<file path="config.mk">
export PLATFORM = sky130hd
export DESIGN_NAME = requant_shift
export DESIGN_NICKNAME = d
export VERILOG_FILES = /design/src/rtl/requant_shift.sv
export SDC_FILE = /design/constraint.sdc
export NUM_CORES = 2
export LEC_CHECK = 0
export ABC_AREA = 1
export BUFFER_PORTS_ARGS = -buffer_cell sky130_fd_sc_hd__buf_2
export CAP_MARGIN = 10
export CORE_MARGIN = 2
export CORE_UTILIZATION = 55
export CTS_CLUSTER_SIZE = 30
export DETAILED_ROUTE_END_ITERATION = 12
export HOLD_SLACK_MARGIN = 0.02
export PLACE_DENSITY = 0.7
export SYNTH_ARGS = -nofsm -noshare
export SYNTH_HDL_FRONTEND = slang
export SYNTH_SLANG_ARGS = --single-unit
export TNS_END_PERCENT = 1
</file>
<file path="constraint.sdc">
create_clock -name clk -period 39.8 [get_ports clk]
set_clock_uncertainty 0.05 [all_clocks]
set_input_delay 7.96 -clock clk [delete_from_list [all_inputs] [get_ports clk]]
set_output_delay 7.96 -clock clk [all_outputs]
set_load 0.02 [all_outputs]
</file>
<file path="src/rtl/requant_shift.sv">
// Per-lane requantizer: rounded arithmetic right shift then saturation to a narrow signed lane.
// Two-stage pipeline with a shadowed shift amount that only swaps in while the pipeline is empty.
module requant_shift #(
  parameter int unsigned BUS_NUM          = 16,
  parameter int unsigned IN_DATA_WIDTH    = 24,
  parameter int unsigned SCALA_POS_WIDTH  = 5,
  parameter int unsigned FIXED_DATA_WIDTH = 8,
  parameter int unsigned SAT_CNT_WIDTH    = 16
) (
  input  logic                                  clk,
  input  logic                                  rst,
  input  logic                                  cfg_scala_pos_vld,
  input  logic [SCALA_POS_WIDTH-1:0]            cfg_scala_pos,
  output logic                                  cfg_pending,
  input  logic [BUS_NUM*IN_DATA_WIDTH-1:0]      in_acc_data,
  input  logic [BUS_NUM-1:0]                    in_acc_data_vld,
  output logic [BUS_NUM*FIXED_DATA_WIDTH-1:0]   out_fixed_data,
  output logic [BUS_NUM-1:0]                    out_fixed_data_vld,
  output logic [SAT_CNT_WIDTH-1:0]              sat_cnt,
  input  logic                                  sat_cnt_clr
);

  // One extra bit so the rounding add cannot overflow.
  localparam int unsigned EW   = IN_DATA_WIDTH + 1;
  localparam int unsigned IncW = $clog2(BUS_NUM + 1);
  localparam logic [SCALA_POS_WIDTH-1:0] MaxShift = SCALA_POS_WIDTH'(IN_DATA_WIDTH - 1);
  localparam logic signed [EW-1:0] SatMax = EW'((1 << (FIXED_DATA_WIDTH - 1)) - 1);
  localparam logic signed [EW-1:0] SatMin = ~SatMax;

  typedef enum logic [0:0] {StIdle, StPend} cfg_state_e;

  cfg_state_e                 state_q, state_d;
  logic [SCALA_POS_WIDTH-1:0] active_q, active_d, shadow_q, shadow_d, cfg_clamped;
  logic                       pipe_empty;

  logic signed [EW-1:0] s1_calc   [BUS_NUM];
  logic signed [EW-1:0] s1_data_q [BUS_NUM];
  logic [BUS_NUM-1:0]   s1_vld_q;

  logic [BUS_NUM*FIXED_DATA_WIDTH-1:0] sat_data;
  logic [BUS_NUM-1:0]                  sat_flag;
  logic [BUS_NUM*FIXED_DATA_WIDTH-1:0] out_data_q;
  logic [BUS_NUM-1:0]                  out_vld_q, sat_q;

  logic [IncW-1:0]          sat_inc;
  logic [SAT_CNT_WIDTH:0]   sat_sum;
  logic [SAT_CNT_WIDTH-1:0] sat_cnt_q, sat_cnt_d;

  // Stage 1: round half toward +inf, then arithmetic shift.
  always_comb begin
    logic signed [EW-1:0] xe;
    logic signed [EW-1:0] half;
    for (int i = 0; i < BUS_NUM; i++) begin
      xe   = EW'(signed'(in_acc_data[i*IN_DATA_WIDTH +: IN_DATA_WIDTH]));
      half = (active_q == '0) ? '0 : (EW'(1) << (active_q - 1'b1));
      s1_calc[i] = (xe + half) >>> active_q;
    end
  end

  always_ff @(posedge clk or posedge rst) begin
    if (rst) begin
      s1_vld_q <= '0;
      for (int i = 0; i < BUS_NUM; i++) s1_data_q[i] <= '0;
    end else begin
      s1_vld_q <= in_acc_data_vld;
      for (int i = 0; i < BUS_NUM; i++) begin
        if (in_acc_data_vld[i]) s1_data_q[i] <= s1_calc[i];
      end
    end
  end

  // Stage 2: clamp to the output range and flag clamped lanes.
  always_comb begin
    sat_data = '0;
    sat_flag = '0;
    for (int i = 0; i < BUS_NUM; i++) begin
      if (s1_data_q[i] > SatMax) begin
        sat_data[i*FIXED_DATA_WIDTH +: FIXED_DATA_WIDTH] = SatMax[FIXED_DATA_WIDTH-1:0];
        sat_flag[i] = 1'b1;
      end else if (s1_data_q[i] < SatMin) begin
        sat_data[i*FIXED_DATA_WIDTH +: FIXED_DATA_WIDTH] = SatMin[FIXED_DATA_WIDTH-1:0];
        sat_flag[i] = 1'b1;
      end else begin
        sat_data[i*FIXED_DATA_WIDTH +: FIXED_DATA_WIDTH] = s1_data_q[i][FIXED_DATA_WIDTH-1:0];
      end
    end
  end

  always_ff @(posedge clk or posedge rst) begin
    if (rst) begin
      out_data_q <= '0;
      out_vld_q  <= '0;
      sat_q      <= '0;
    end else begin
      out_vld_q <= s1_vld_q;
      for (int i = 0; i < BUS_NUM; i++) begin
        if (s1_vld_q[i]) begin
          out_data_q[i*FIXED_DATA_WIDTH +: FIXED_DATA_WIDTH] <=
              sat_data[i*FIXED_DATA_WIDTH +: FIXED_DATA_WIDTH];
          sat_q[i] <= sat_flag[i];
        end
      end
    end
  end

  assign out_fixed_data     = out_data_q;
  assign out_fixed_data_vld = out_vld_q;

  // Saturation counter: sticky at all-ones, clear keeps this cycle's increment.
  always_comb begin
    sat_inc = '0;
    for (int i = 0; i < BUS_NUM; i++) sat_inc = sat_inc + IncW'(out_vld_q[i] & sat_q[i]);
    sat_sum = {1'b0, sat_cnt_q} + (SAT_CNT_WIDTH + 1)'(sat_inc);
    if (sat_cnt_clr) begin
      sat_cnt_d = SAT_CNT_WIDTH'(sat_inc);
    end else if (sat_sum[SAT_CNT_WIDTH]) begin
      sat_cnt_d = '1;
    end else begin
      sat_cnt_d = sat_sum[SAT_CNT_WIDTH-1:0];
    end
  end

  assign sat_cnt = sat_cnt_q;

  // Config FSM: a new shift only takes effect on a cycle with nothing in flight.
  assign pipe_empty  = ~|in_acc_data_vld & ~|s1_vld_q & ~|out_vld_q;
  assign cfg_clamped = (cfg_scala_pos > MaxShift) ? MaxShift : cfg_scala_pos;

  always_comb begin
    state_d  = state_q;
    active_d = active_q;
    shadow_d = shadow_q;
    unique case (state_q)
      StIdle: begin
        if (cfg_scala_pos_vld) begin
          shadow_d = cfg_clamped;
          if (pipe_empty) active_d = cfg_clamped;
          else            state_d  = StPend;
        end
      end
      StPend: begin
        if (cfg_scala_pos_vld) shadow_d = cfg_clamped;
        if (pipe_empty) begin
          active_d = shadow_q;
          // A strobe on the swap cycle stays pending and is applied on a later empty cycle.
          if (!cfg_scala_pos_vld) state_d = StIdle;
        end
      end
      default: state_d = StIdle;
    endcase
  end

  assign cfg_pending = (state_q == StPend);

  always_ff @(posedge clk or posedge rst) begin
    if (rst) begin
      state_q   <= StIdle;
      active_q  <= '0;
      shadow_q  <= '0;
      sat_cnt_q <= '0;
    end else begin
      state_q   <= state_d;
      active_q  <= active_d;
      shadow_q  <= shadow_d;
      sat_cnt_q <= sat_cnt_d;
    end
  end

endmodule
</file>
==> metrics.txt <==
Pre-antenna DRT Iters 9; Clock transition at path regs 0.06 ns; Placed Instances approximately 15000; post-route clock period utilization 0.255; Max clock buf depth 3; core area 0.129 sq mm; r2r setup slk 32.39 ns; Synth Net Count 13602; Final ANT Viol Nets 0; hpwl dp 233000 um; post-layout util 0.603; Layout Cells excl Fill about 15000; Clk Latency, worst-skew pair roughly 0.67 ns; MaxCap Viol Count 0; DR vias 88450; Worst Path Required between 40 and 50 ns; first-pass GRT wire length 463000 um; Post-Layout Inst Area 0.0779 sq mm; worst-path maximum fanout 16; EDFF count, synth 0; CP endpoint kind flip-flop; predominant post-synthesis flop cell dfrtp_1; height of the die about 360 um; post-synthesis sequential area ratio 0.211; Setup crit start kind primary input; DR vias/cell 5.96; power per cell area between 20 and 25 mW/mm^2; Final #Nets between 10000 and 15000; vias in the first global route 82843; kind of cell adding the most delay to the critical path simple AND/OR/NAND/NOR gates; critical path's slowest cell a21oi_2; Post-CTS Resized 0; gr usage total 0.450; Gate Count Post-Synth ~13000; Netlist cell types 46; Overflow after GRT 0; Die Wd ~360 um; syn_area_per_cell about 5.6 sq um; Pins Over Slew Limit 0; Post-CTS Hold Fix Bufs 0; Crit path arrival time 10.62 ns; wire length per cell around 21 um; worst path buffer plus inverter count 2; clk sinks roughly 600; Clk Tree Root Cell clkbuf_16; Peak VDD IR about 35 uV; overall routed net length a little over 300000 um; r2r endpoint s1_data_q[152]; slew margin rel. 0.187; H-Tree Depth 3; number of antenna violations at the first check in global routing 25; share of layout cells above drive strength 1 0.0656; RSZ-0062 raised after global routing no; TritonCTS clock tree yes; largest net degree at the start of global routing about 220; crit-path max cell delay 0.68 ns; Hold Worst Slack between 0.4 and 0.5 ns; Post-CTS Repair Setup Buffers 0; R2R cell count 23; Post-Synthesis Cell Area 0.0715 sq mm; PortBufs between 500 and 600; final hold violations 0; global placer's final weighted congestion 1.03; full die area about 0.13 sq mm; P&R area growth vs syn 9.04%; Worst Hold End out_fixed_data[71]; worst-margin pin slew 1.20 ns; status completed; Sum Neg Setup Slack 0 ns; hold_sp out_fixed_data[71]; setup violators final 0; synthesis-stage register bit count 603; Fmax around 99 MHz; WS Path Type primary input to flip-flop; CTS Buf Count just under 70; DRC 0; Hold Path Class flip-flop to flip-flop; Site Rows between 100 and 150; Leakage between 40 and 50 nW; critical-path cell list buf_2, ha_1, fa_1, nand2_1, nand2_1, nand3_1, nand2_1, nand2_1, nand3_1, nand2_1, nand2_1, a21oi_2, nand3_1, o21ai_0, inv_1; worst r2r src active_q[1]; FFs w/ async S/R, synth 1.00; worst hold path cell count 2; crit-path most repeated cell nand2_1; dpl cell area 0.0756 sq mm; Syn. warnings 0; Starting Density 0.553; initial DRC count about 11000; min cycle time layout about 10 ns; I/O Pins 570
-- synth_stat cells (all sizes together), types with 3 or more instances --
cell / n / area (sq um)
nand2: 4110 / 15500
nand3: 2697 / 13500
inv: 1825 / 6850
nor2: 1081 / 4090
a21oi: 734 / 3700
dfrtp: 603 / 15100
ha: 394 / 4930
clkbuf: 301 / 1130
nand4: 234 / 1480
a31oi: 197 / 1230
buf: 144 / 603
o21ai: 76 / 380
nor3: 72 / 360
nor4: 69 / 432
xnor2: 62 / 543
nand3b: 37 / 278
fa: 27 / 541
xor2: 27 / 236
o41ai: 15 / 131
and2: 12 / 75.1
o21bai: 12 / 90.1
or2: 11 / 68.8
a221oi: 10 / 87.6
clkinv: 6 / 22.5
o211ai: 5 / 37.5
and3: 3 / 18.8
-- cell usage in the layout (no fill, tap or decap), types with 18 or more instances in the layout --
master and count:
a21oi_1 728, nand3_1 2694, o21ai_0 76, nor3_1 69
ha_1 394, nand2_1 4089, fa_1 27, dfrtp_1 598
nand4_1 232, xor2_1 27, nand2_2 20, inv_1 1804
nor2_4 18, clkbuf_16 69, nand3b_1 37, buf_4 64
diode_2 21, buf_2 569, nor4_1 67, a31oi_1 197
nor2_1 1059, xnor2_1 62
-- state kept, by name, indices dropped and copies added, names as in the netlist --
register / count
sat_cnt: 16
s1_data_q: 400
cfg_pending: 1
s1_vld_q: 16
active_q: 5
out_fixed_data_vld: 16
out_fixed_data: 128
shadow_q: 5
sat_q: 16
-- stage by stage --
| stage | power, W | worst slack, ns |
|---|---|---|
| final | 0.00186 | 29.67 |
| after global routing | 0.00194 | 29.23 |
| after CTS | 0.00184 | 29.61 |
| after detailed placement | 0.00121 | 28.91 |
| after global placement | 0.00119 | 28.98 |
| after floorplan | 0.00103 | 14.91 |
-- how the worst max path moves through the flow --
stage	start	to	slack [ns]	cells past startpoint
floorplan	rst	active_q[0]	14.91	1
global placement	rst	s1_data_q[184]	28.98	4
detailed placement	rst	s1_data_q[185]	28.91	4
CTS	rst	s1_data_q[108]	29.61	4
global route	rst	s1_data_q[178]	29.23	4
finish	in_acc_data[240]	s1_data_q[138]	29.67	15
-- cell families (layout without fill, tap and decap cells) --
logic type,Yosys count,count (layout),synth area share
other,0,21,0
AND/OR/NAND/NOR,8328,8328,0.501
buffers and inverters,2276,2590,0.120
AO/OA/AOI/OAI,1055,1055,0.0798
XOR/XNOR,89,89,0.0109
adder cells (fa/ha/maj),421,421,0.0765
flip-flops,603,603,0.211
-- routing by layer --
metal,wire length [um],global-route usage,part of all wire,up-vias
met5,289,0.00908,0.00094,-
met4,30300,0.384,0.099,20
met3,32200,0.115,0.11,1257
met2,132000,0.697,0.43,4897
met1,112000,0.521,0.37,40144
li1,-,-,-,42132
-- power breakdown --
group | switching, W | internal (W) | leakage, nW | total (W)
registers | 0.0000584 | 0.000673 | 6.68 | 0.000731
logic | 0.000322 | 0.000162 | 34.7 | 0.000485
clock network | 0.000284 | 0.000356 | 1.11 | 0.000640
-- tightest hold or removal path, delay by kind of cell (launching register included) --
family	cells	cell delay (ns)
AND/OR/NAND/NOR	1	0.05
flip-flops	1	0.33
AO/OA/AOI/OAI	1	0.07
-- final cells by class --
type / count / area [sq um]
Fill cell: 13097 / 51200
Tap cell: 1742 / 2180
Clock buffer: 90 / 1960
Inverter: 1831 / 6910
Antenna cell: 21 / 52.6
Multi-Input combinational cell: 9893 / 48000
Clock inverter: 30 / 263
Sequential cell: 603 / 15100
Timing Repair Buffer: 639 / 3450
(Power assumes the default switching activity.)
